**src/rtl/forward_unit_gen.sv**
```systemverilog
// Forwarding and load-use hazard unit for an in-order ID/EX/MEM/WB pipeline.
// Mirrors the destination side of IDEX/EXMEM/MEMWB and drives operand forward selects.
//
// Ports:
//   Clk, Rst          clock, synchronous active-high reset
//   IdValid           instruction present in ID
//   IdRs              ID source registers, operand k at [k*ADDR_W +: ADDR_W]
//   IdRd              ID destination register
//   IdRegWrite        ID instruction writes Rd
//   IdMemRead         ID instruction is a load
//   MemWait           data-memory wait, whole pipeline frozen
//   Flush             squash the ID instruction (taken branch/jump)
//   Forward           per-operand select for EX: 00 reg file, 01 EXMEM, 10 MEMWB
//   Stall             hold PC and IF/ID, insert bubble into IDEX
//   StallCount        saturating count of load-use stall cycles
module forward_unit_gen #(
    parameter int ADDR_W = 5,
    parameter int NSRC   = 2,
    parameter int CNT_W  = 16
) (
    input  logic                     Clk,
    input  logic                     Rst,
    input  logic                     IdValid,
    input  logic [NSRC*ADDR_W-1:0]   IdRs,
    input  logic [ADDR_W-1:0]        IdRd,
    input  logic                     IdRegWrite,
    input  logic                     IdMemRead,
    input  logic                     MemWait,
    input  logic                     Flush,
    output logic [2*NSRC-1:0]        Forward,
    output logic                     Stall,
    output logic [CNT_W-1:0]         StallCount
);

    localparam logic [CNT_W-1:0] CNT_MAX = '1;

    logic                   idex_valid;
    logic [NSRC*ADDR_W-1:0] idex_rs;
    logic [ADDR_W-1:0]      idex_rd;
    logic                   idex_regwrite;
    logic                   idex_memread;

    logic                   exmem_valid;
    logic [ADDR_W-1:0]      exmem_rd;
    logic                   exmem_regwrite;

    logic                   memwb_valid;
    logic [ADDR_W-1:0]      memwb_rd;
    logic                   memwb_regwrite;

    logic exmem_prod;
    logic memwb_prod;
    logic rs_match;
    logic hazard;

    // x0 is hardwired, so a write to it never produces a value to forward.
    assign exmem_prod = exmem_valid & exmem_regwrite & (exmem_rd != '0);
    assign memwb_prod = memwb_valid & memwb_regwrite & (memwb_rd != '0);

    // EXMEM is checked first so the youngest producer wins.
    always_comb begin
        Forward = '0;
        for (int k = 0; k < NSRC; k++) begin
            if (idex_valid) begin
                if (exmem_prod &&
                    idex_rs[k*ADDR_W +: ADDR_W] == exmem_rd) begin
                    Forward[2*k +: 2] = 2'b01;
                end else if (memwb_prod &&
                    idex_rs[k*ADDR_W +: ADDR_W] == memwb_rd) begin
                    Forward[2*k +: 2] = 2'b10;
                end
            end
        end
    end

    always_comb begin
        rs_match = 1'b0;
        for (int k = 0; k < NSRC; k++) begin
            if (IdRs[k*ADDR_W +: ADDR_W] == idex_rd) begin
                rs_match = 1'b1;
            end
        end
    end

    // Only the load sitting in IDEX can cause a stall; once it reaches
    // EXMEM its data is one cycle from MEMWB forwarding.
    assign hazard = IdValid & idex_valid & idex_memread & idex_regwrite &
                    (idex_rd != '0) & rs_match;
    assign Stall  = hazard & ~Flush;

    always_ff @(posedge Clk) begin
        if (Rst) begin
            idex_valid     <= 1'b0;
            idex_rs        <= '0;
            idex_rd        <= '0;
            idex_regwrite  <= 1'b0;
            idex_memread   <= 1'b0;
            exmem_valid    <= 1'b0;
            exmem_rd       <= '0;
            exmem_regwrite <= 1'b0;
            memwb_valid    <= 1'b0;
            memwb_rd       <= '0;
            memwb_regwrite <= 1'b0;
            StallCount     <= '0;
        end else if (!MemWait) begin
            memwb_valid    <= exmem_valid;
            memwb_rd       <= exmem_rd;
            memwb_regwrite <= exmem_regwrite;
            exmem_valid    <= idex_valid;
            exmem_rd       <= idex_rd;
            exmem_regwrite <= idex_regwrite;
            idex_rs        <= IdRs;
            idex_rd        <= IdRd;
            if (Stall || Flush) begin
                idex_valid    <= 1'b0;
                idex_regwrite <= 1'b0;
                idex_memread  <= 1'b0;
            end else begin
                idex_valid    <= IdValid;
                idex_regwrite <= IdRegWrite;
                idex_memread  <= IdMemRead;
            end
            if (Stall && StallCount != CNT_MAX) begin
                StallCount <= StallCount + CNT_W'(1);
            end
        end
    end

endmodule

```
**config.mk**
```make
export PLATFORM = sky130hd
export DESIGN_NAME = forward_unit_gen
export DESIGN_NICKNAME = d
export VERILOG_FILES = /design/src/rtl/forward_unit_gen.sv
export SDC_FILE = /design/constraint.sdc
export NUM_CORES = 1
export LEC_CHECK = 0
export BUFFER_PORTS_ARGS = -buffer_cell sky130_fd_sc_hd__buf_2
export CELL_PAD_IN_SITES_DETAIL_PLACEMENT = 2
export CELL_PAD_IN_SITES_GLOBAL_PLACEMENT = 2
export CORE_MARGIN = 2
export CORE_UTILIZATION = 36
export CTS_CLUSTER_DIAMETER = 50
export DETAILED_ROUTE_END_ITERATION = 10
export HOLD_SLACK_MARGIN = 0.15
export PLACE_DENSITY_LB_ADDON = 0.08
export SLEW_MARGIN = 10
export SYNTH_ARGS = -nofsm -noshare
export SYNTH_HDL_FRONTEND = slang
export SYNTH_SLANG_ARGS = --single-unit
```
**constraint.sdc**
```tcl
create_clock -name Clk -period 2.8 [get_ports Clk]
set_input_delay 0.28 -clock Clk [delete_from_list [all_inputs] [get_ports Clk]]
set_output_delay 0.28 -clock Clk [all_outputs]
set_load 0.005 [all_outputs]
```
==> results of run 1 <==
-- layout make-up --
| cell class | instances | area share |
|---|---|---|
| Clock inverter | 2 | 0.0125 |
| Multi-Input combinational cell | 202 | 0.498 |
| Inverter | 1 | 0.00134 |
| Clock buffer | 6 | 0.0258 |
| Sequential cell | 48 | 0.342 |
| Timing Repair Buffer | 46 | 0.0854 |
| Tap cell | 80 | 0.0356 |
-- critical path, delay by kind of cell (launching register included) --
kind | cells | cell delay (ns)
AOI/OAI and AO/OA | 1 | 0.25
buffers and inverters | 1 | 0.17
DFF | 1 | 0.38
and+or+nand+nor | 3 | 1.03
-- where the power goes --
part           total (W)  internal [W]  switching, W
clock           0.000507      0.000265      0.000242
sequential      0.000729      0.000701     0.0000278
combinational   0.000138     0.0000592     0.0000784
total            0.00137       0.00103      0.000348
-- registers in the layout, summed over array words and instances (netlist names) --
| name | cells |
|---|---|
| StallCount | 16 |
| exmem_rd | 5 |
| exmem_regwrite | 1 |
| exmem_valid | 1 |
| idex_memread | 1 |
| idex_rd | 5 |
| idex_regwrite | 1 |
| idex_rs | 10 |
| idex_valid | 1 |
| memwb_rd | 5 |
| memwb_regwrite | 1 |
| memwb_valid | 1 |
-- synthesized netlist by cell type (2+ instances only) --
library cell and number:
dfxtp_1 48, nor2_1 34, mux2i_1 29, xor2_1 24
a21oi_1 15, or4_1 15, nand3_1 11, o31ai_1 11
buf_2 6, clkbuf_1 6, xnor2_1 6, and3_1 5
nand2_1 5, and2_1 4, and4_1 4, nand4_1 4
nor2b_1 4, nor4_1 4, nand3b_1 3, nor3_1 3
o21ai_0 3, o22ai_1 3, buf_1 2, mux2_2 2
nor3_2 2, o2111ai_1 2, o211ai_1 2, or3_1 2
-- how the worst min path moves through the flow --
stage | startpoint | end | slack, ns | depth (start not counted)
after floorplan | IdRd[0] | idex_rd[0] | 0.42 | 2
after global placement | idex_memread | idex_memread | 0.48 | 2
after detailed placement | idex_memread | idex_memread | 0.48 | 2
after CTS | IdRd[3] | idex_rd[3] | 0.20 | 3
after global routing | IdRd[1] | idex_rd[1] | 0.23 | 3
final | IdRd[3] | idex_rd[3] | 0.21 | 3
-- metal layers --
| layer | wire length, um | vias to the layer above | track usage |
|---|---|---|---|
| li1 | - | 1035 | - |
| met1 | 2990 | 1037 | 0.236 |
| met2 | 3480 | 34 | 0.347 |
| met3 | 208 | 13 | 0.0400 |
| met4 | 175 | 0 | 0.0824 |
| met5 | 0 | - | 0 |
-- per-stage QoR --
step                total power (W)  instances
detailed placement         0.000885        377
floorplan                  0.000835        267
global placement           0.000879        377
global route                0.00145        385
CTS                         0.00140        385
finish                      0.00137        385
-- cells by family after synthesis --
kind of cell | Yosys count | share of synthesized area
flip-flops | 48 | 0.393
buffers and inverters | 17 | 0.0338
adder cells (fa/ha/maj) | 1 | 0.00512
XOR/XNOR | 30 | 0.108
multiplexers | 31 | 0.128
AND/OR/NAND/NOR | 102 | 0.232
AO/OA/AOI/OAI | 38 | 0.100
==> impl_metrics.py, run 1 <==
metrics = {
    "outcome": {
        "status": "finished clean",
    },
    "drt": {
        "drtIter0Drc": 69,
        "wl_um": 6860,
        "vias_per_cell": 5.50,
        "wl_per_cell_um": 17.8,
        "drc_errors": 0,
        "ant_nets": 0,
        "firstDrtPassIters": 3,
        "vias": 2119,
    },
    "worst_setup_path": {
        "arrival_ns": 2.14,
        "critPathRequiredTime_ns": 2.52,
        "end_kind": "output port",
        "crit_type": "flip-flop to output port",
        "path_common_cell": "nor4_1",
        "r2r_cells": 6,
        "rrSetupSlack_ns": 0.56,
        "critPathCapture": "Forward[3]",
        "cp-start-kind": "flip-flop",
        "cp_max_fo": 5,
        "reg2reg_to": "StallCount[11]",
        "cp_slowest_cell": "or4_1",
        "cpPeakStageDelay_ns": 0.60,
        "crit_path_start": "exmem_rd[1]",
        "r2r_start": "StallCount[0]",
        "crit_chain": "or4_1, o211ai_1, nor4_1, nor4_1, buf_2",
    },
    "cts": {
        "clk_pin_slew_ns": 0.09,
        "hold_buffers": 0,
        "ctsRootBufferMaster": "clkbuf_8",
        "cts.repair.resized": 0,
        "cts_max_path_buffers": 2,
        "clk_latency_ns": 0.31,
        "numCtsBuffers": 5,
        "cts_setup_buffers": 0,
        "cts_max_level": 2,
        "tritoncts": "done",
        "cts.sinks": 48,
    },
    "global_route": {
        "grt_pass1_vias": 2200,
        "grt_pass1_wl_um": 11500,
        "overflow": 0,
        "grt_usage": 0.198,
        "grt_start_max_net_pins": 37,
        "antenna_found_initial": 0,
    },
    "die": {
        "initial_core_util": 0.366,
        "core_sq_um": 6680,
        "fp.dieW_um": 86.4,
        "placementRows": 30,
        "io_pins": 43,
        "dieArea_sq_um": 7460,
        "die_y_um": 86.4,
    },
    "yosys": {
        "synth_edf_count": 0,
        "synth.top_cell.area_share": 0.393,
        "netlist_area_sq_um": 2440,
        "synth-main-ff-cell": "dfxtp_1",
        "seq_area_frac_synth": 0.393,
        "syn_nets": 290,
        "ys_warn_count": 0,
        "synth.ff_latch_count": 48,
        "yosys.area.top_type": "dfxtp_1",
        "yosys.cell_types.count": 36,
        "synth_area_per_cell_sq_um": 9.15,
        "syn_inst": 267,
        "synth_area_leaders": "dfxtp_1 39%, mux2i_1 12%, xor2_1 8.6%, nor2_1 5.2%, or4_1 4.6%",
        "postSynth.asyncResetShare": 0,
    },
    "timing": {
        "period_share": 0.863,
        "setup_tns_ns": 0,
        "holdWs_ns": 0.208,
        "final.setup.worst_slack_ns": 0.382,
        "slew_viol_final": 0,
        "setup_viol": 0,
        "skew_ns": 0.00733,
        "max_freq_ghz": 0.414,
        "maxSlewHeadroom": 0.503,
        "min_period_ns": 2.42,
        "worst_slew_pin_slew_ns": 0.742,
        "rsz0062_at_grt": "false",
        "finalHoldViolations": 0,
    },
    "final_layout": {
        "final_area_sq_um": 2810,
        "layout_commonest_cell": "dfxtp_1",
        "diodes": 0,
        "area_growth_pct": 15.1,
        "final_util": 0.421,
        "nFillCells": 775,
        "layout_common_cells": "48 x dfxtp_1, 42 x buf_2, 34 x nor2_1",
        "multiInputGateArea_sq_um": 1400,
        "final_net_count": 327,
        "drive_gt1_frac": 0.200,
        "seq_area_sq_um": 961,
    },
    "power": {
        "powerDensity_nw_per_um2": 489,
        "peakVddDrop_mv": 0.162,
        "p_leak_nw": 1.24,
    },
    "place": {
        "place_area_sq_um": 2700,
        "dp_hpwl_um": 4970,
        "pre_cts_slack_ns": 0.527,
        "gp_congestion": 0.780,
        "io_buffers": 42,
    },
    "min_path": {
        "hp-class": "primary input to flip-flop",
    },
    "flow_run": {
        "maxCapViolCount": 0,
    },
}
No activity file was read; power rests on OpenSTA's default activity.
==> run 2, diff against run 1 <==
Settings changed: PLACE_DENSITY_LB_ADDON 0.08 to 0.05.
==> run 2 against run 1 <==
Against the previous run:
- sequential share of layout area rose by 0.37 points
- maximum frequency increased by 1.4%
- design area down 1.1%
- power is 8.3% lower
- non-clock buffer count unchanged
- critical path type unchanged
- setup slack improved by 0.032 ns
- hold slack gained 0.0037 ns
- sequential power hardly changed
- sequential cell count stayed put
- clock power down 22%
- combinational power hardly changed
- critical path depth unchanged
==> impl_metrics.py, run 2 (synthesis results as in run 1) <==
metrics = {
    "outcome": {
        "status": "finished clean",
    },
    "drt": {
        "highest_layer": "met4",
        "wl_met2_um": 3450,
        "firstDrtPassIters": 2,
        "vias": 2118,
        "wl_per_cell_um": 17.2,
        "drc_errors": 0,
        "drtIter0Drc": 65,
        "wl_met3_um": 144,
        "vias_per_cell": 5.52,
        "ant_nets": 0,
        "wl_met1_um": 2930,
        "wl_um": 6610,
    },
    "cts": {
        "clk_latency_ns": 0.30,
        "numCtsBuffers": 5,
        "clk_pin_slew_ns": 0.09,
        "tritoncts": "done",
        "cts.repair.resized": 0,
        "hold_buffers": 0,
        "cts.sinks": 48,
        "cts_setup_buffers": 0,
        "ctsRootBufferMaster": "clkbuf_8",
        "cts_max_level": 2,
        "cts_max_path_buffers": 2,
    },
    "final_layout": {
        "top_regs": "StallCount: 16 flops, idex_rs: 10 flops",
        "final_net_count": 327,
        "multiInputGateArea_sq_um": 1400,
        "drive_gt1_frac": 0.197,
        "final_area_sq_um": 2780,
        "seq_area_sq_um": 961,
        "top_register": "StallCount",
        "final_util": 0.416,
        "layout_common_cells": "48 x dfxtp_1, 42 x buf_2, 34 x nor2_1",
        "layout_commonest_cell": "dfxtp_1",
        "diodes": 0,
        "nFillCells": 780,
        "area_growth_pct": 13.9,
        "largest_register_ffs": 16,
    },
    "worst_setup_path": {
        "cp_max_fo": 5,
        "crit_type": "flip-flop to output port",
        "crit_buf_inv": 1,
        "cpLargestDelayFamily": "simple AND/OR/NAND/NOR gates",
        "r2r_start": "StallCount[0]",
        "arrival_ns": 2.11,
        "cpPeakStageDelay_ns": 0.54,
        "reg2reg_to": "StallCount[11]",
        "r2r_cells": 6,
        "cp_slowest_cell": "or4_1",
        "crit_chain": "or4_1, o211ai_1, nor4_1, nor4_1, buf_2",
        "path_common_cell": "nor4_1",
        "end_kind": "output port",
        "cp-start-kind": "flip-flop",
        "rrSetupSlack_ns": 0.52,
        "critPathRequiredTime_ns": 2.52,
    },
    "global_route": {
        "antenna_found_initial": 0,
        "grt_pass1_wl_um": 11000,
        "grt_pass1_vias": 2206,
        "grt_start_max_net_pins": 43,
        "overflow": 0,
        "grt_usage": 0.186,
    },
    "die": {
        "die_y_um": 86.4,
        "initial_core_util": 0.366,
        "core_sq_um": 6680,
        "placementRows": 30,
        "dieArea_sq_um": 7460,
        "fp.dieW_um": 86.4,
        "io_pins": 43,
    },
    "timing": {
        "period_share": 0.852,
        "setup_viol": 0,
        "holdWs_ns": 0.212,
        "min_period_ns": 2.39,
        "rsz0062_at_grt": "false",
        "slew_viol_final": 0,
        "setup_tns_ns": 0,
        "skew_ns": 0.00600,
        "maxSlewHeadroom": 0.478,
        "worst_slew_pin_slew_ns": 0.782,
        "finalHoldViolations": 0,
        "max_freq_ghz": 0.419,
    },
    "min_path": {
        "min_from": "IdRd[3]",
        "hp-class": "primary input to flip-flop",
        "hold_path_depth": 3,
        "hold_end": "idex_rd[3]",
    },
    "power": {
        "peakVddDrop_mv": 0.150,
        "powerDensity_nw_per_um2": 453,
        "p_total_w": 0.00126,
        "p_leak_nw": 1.23,
    },
    "place": {
        "place_area_sq_um": 2700,
        "gp_congestion": 0.736,
        "dp_hpwl_um": 4860,
        "io_buffers": 42,
    },
    "flow_run": {
        "maxCapViolCount": 0,
    },
}
==> run 2: changes by cell type in the layout (fill, tap and decap cells not counted) <==
| cell | change |
|---|---|
| bufinv_16 | -1 |
==> run 2: stage by stage <==
step	setup WS, ns	cells
5_1_grt	0.257	384
3_5_place_dp	0.507	377
2_1_floorplan	0.971	267
4_1_cts	0.384	384
3_3_place_gp	0.683	377
6_report	0.415	384
==> run 2: final cells by class <==
| class | instances | share of cell area |
|---|---|---|
| clock inverter | 1 | 0.00180 |
| clock buffer | 6 | 0.0261 |
| timing repair buffer | 46 | 0.0864 |
| inverter | 1 | 0.00135 |
| multi-input combinational | 202 | 0.503 |
| sequential | 48 | 0.345 |
| tap | 80 | 0.0360 |
==> run 2: how the worst max path moves through the flow <==
stage	start	endpoint	depth (start not counted)	slack [ns]
after floorplan	StallCount[0]	StallCount[6]	7	0.97
after global placement	StallCount[0]	StallCount[11]	6	0.68
after detailed placement	StallCount[0]	StallCount[11]	6	0.51
after CTS	exmem_rd[1]	Forward[3]	5	0.38
after global routing	exmem_rd[1]	Forward[3]	5	0.26
final	exmem_rd[1]	Forward[3]	5	0.41
==> run 2: routing by layer <==
metal  up-vias  GRT usage
li1       1037          -
met1      1049      0.223
met2        24      0.340
met3         8     0.0305
met4         0     0.0526
met5         -          0
==> run 2: worst min-delay path, delay by kind of cell <==
| family | cells | cell delay [ns] |
|---|---|---|
| simple gates | 1 | 0.07 |
| mux | 1 | 0.05 |
| buf+inv | 1 | 0.08 |
==> run 2: power by group <==
| group | internal [W] | switching, W | total (W) |
|---|---|---|---|
| Combinational | 0.0000592 | 0.0000762 | 0.000135 |
| Sequential | 0.000701 | 0.0000279 | 0.000729 |
| Clock | 0.000170 | 0.000226 | 0.000396 |
==> run 3, diff against run 2 <==
Settings changed: CELL_PAD_IN_SITES_DETAIL_PLACEMENT 2 to 0, CELL_PAD_IN_SITES_GLOBAL_PLACEMENT 2 to 1, CORE_UTILIZATION 36 to 40.
==> run 3 against run 2 <==
Against the previous run:
- design area grew 0.36%
- critical path depth is the same
- sequential power is essentially flat
- combinational power is essentially flat
- highest routed layer unchanged
- hold slack lost 0.0092 ns
- largest cell class unchanged
- register-to-register slack gained 0.08 ns
- global-route usage shrank 0.084 points
- critical path type unchanged
- sequential share of layout area shrank 0.12 points
- largest power group unchanged
- critical endpoint unchanged
- clock power grew 11%
==> impl_metrics.py, run 3 (synthesis results as in run 1) <==
metrics = {
    "cts": {
        "cts_setup_buffers": 0,
        "cts_max_path_buffers": 2,
        "cts_max_level": 2,
        "tritoncts": "done",
        "clk_latency_ns": 0.30,
        "hold_buffers": 0,
        "clk_pin_slew_ns": 0.09,
        "ctsRootBufferMaster": "clkbuf_8",
        "cts.sinks": 48,
        "cts.repair.resized": 0,
        "numCtsBuffers": 5,
    },
    "power": {
        "p_leak_nw": 1.23,
        "peakVddDrop_mv": 0.335,
        "p_total_w": 0.00130,
        "powerDensity_nw_per_um2": 466,
    },
    "timing": {
        "finalHoldViolations": 0,
        "rsz0062_at_grt": "false",
        "skew_ns": 0.00533,
        "worst_slew_pin_slew_ns": 0.768,
        "period_share": 0.827,
        "setup_tns_ns": 0,
        "min_period_ns": 2.31,
        "max_freq_ghz": 0.432,
        "maxSlewHeadroom": 0.488,
        "slew_viol_final": 0,
        "setup_viol": 0,
    },
    "final_layout": {
        "final_area_sq_um": 2790,
        "drive_gt1_frac": 0.200,
        "layout_commonest_cell": "dfxtp_1",
        "area_growth_pct": 14.3,
        "largest_register_ffs": 16,
        "diodes": 0,
        "final_net_count": 327,
        "layout_common_cells": "48 x dfxtp_1, 42 x buf_2, 34 x nor2_1",
        "nFillCells": 640,
        "top_regs": "StallCount: 16 flops, idex_rs: 10 flops",
        "top_register": "StallCount",
    },
    "worst_setup_path": {
        "end_kind": "output port",
        "r2r_cells": 6,
        "critPathRequiredTime_ns": 2.52,
        "arrival_ns": 2.03,
        "r2r_start": "StallCount[0]",
        "cp_max_fo": 5,
        "crit_path_start": "exmem_rd[1]",
        "rrSetupSlack_ns": 0.60,
        "reg2reg_to": "StallCount[11]",
        "cp-start-kind": "flip-flop",
        "crit_type": "flip-flop to output port",
    },
    "drt": {
        "drc_errors": 0,
        "drtIter0Drc": 85,
        "wl_per_cell_um": 15.3,
        "vias_per_cell": 5.28,
        "vias": 2005,
        "wl_um": 5820,
        "firstDrtPassIters": 4,
        "ant_nets": 0,
    },
    "min_path": {
        "hold_path_depth": 3,
        "hp-class": "primary input to flip-flop",
        "min_from": "IdRd[3]",
        "hold_end": "idex_rd[3]",
    },
    "die": {
        "core_sq_um": 5920,
        "io_pins": 43,
        "fp.dieW_um": 82.1,
        "dieArea_sq_um": 6750,
        "die_y_um": 82.1,
        "placementRows": 28,
        "initial_core_util": 0.413,
    },
    "flow_run": {
        "maxCapViolCount": 0,
    },
    "global_route": {
        "grt_pass1_wl_um": 9430,
        "overflow": 0,
        "grt_pass1_vias": 1858,
        "grt_usage": 0.185,
        "antenna_found_initial": 0,
        "grt_start_max_net_pins": 42,
    },
    "place": {
        "io_buffers": 42,
        "gp_congestion": 0.764,
        "place_area_sq_um": 2700,
        "dp_hpwl_um": 4170,
    },
    "outcome": {
        "status": "finished clean",
    },
}
[run 3: metal layers]
metal,part of all wire,wire length [um],up-vias,global-route usage
li1,-,-,1044,-
met1,0.53,3090,925,0.273
met2,0.42,2460,31,0.272
met3,0.034,200,5,0.0370
met4,0.011,65,0,0.0500
met5,0,0,-,0
[run 3: area by class of cell]
type / count / area [sq um] / area share
clock buffer: 7 / 86.3 / 0.0309
clock inverter: 1 / 7.51 / 0.00269
inverter: 1 / 3.75 / 0.00134
multi-input combinational: 202 / 1400 / 0.501
sequential: 48 / 961 / 0.344
tap: 75 / 93.8 / 0.0336
timing repair buffer: 46 / 240 / 0.0861
[run 3: how the worst max path moves through the flow]
stage	depth (start not counted)	end
2_1_floorplan	7	StallCount[6]
3_3_place_gp	6	StallCount[11]
3_5_place_dp	6	StallCount[11]
4_1_cts	5	Forward[1]
5_1_grt	5	Forward[1]
6_report	5	Forward[3]
[run 3: through the flow]
step,hold WS [ns],setup WS (ns),util,std cells
finish,0.203,0.485,0.471,380
global route,0.205,0.331,0.471,380
CTS,0.202,0.471,0.471,380
detailed placement,0.473,0.595,0.456,372
global placement,0.470,0.688,0.456,372
floorplan,0.424,0.971,-,267
[run 3: power breakdown]
| part | internal (W) | switching [W] |
|---|---|---|
| registers | 0.000701 | 0.0000271 |
| clock network | 0.000201 | 0.000239 |
| logic | 0.0000592 | 0.0000738 |
[run 3: worst max-delay path, stage by stage (launching register included)]
cell and delay, ns:
dfxtp_1 0.37, or4_1 0.55, o211ai_1 0.25, nor4_1 0.12, nor4_1 0.29, buf_2 0.16
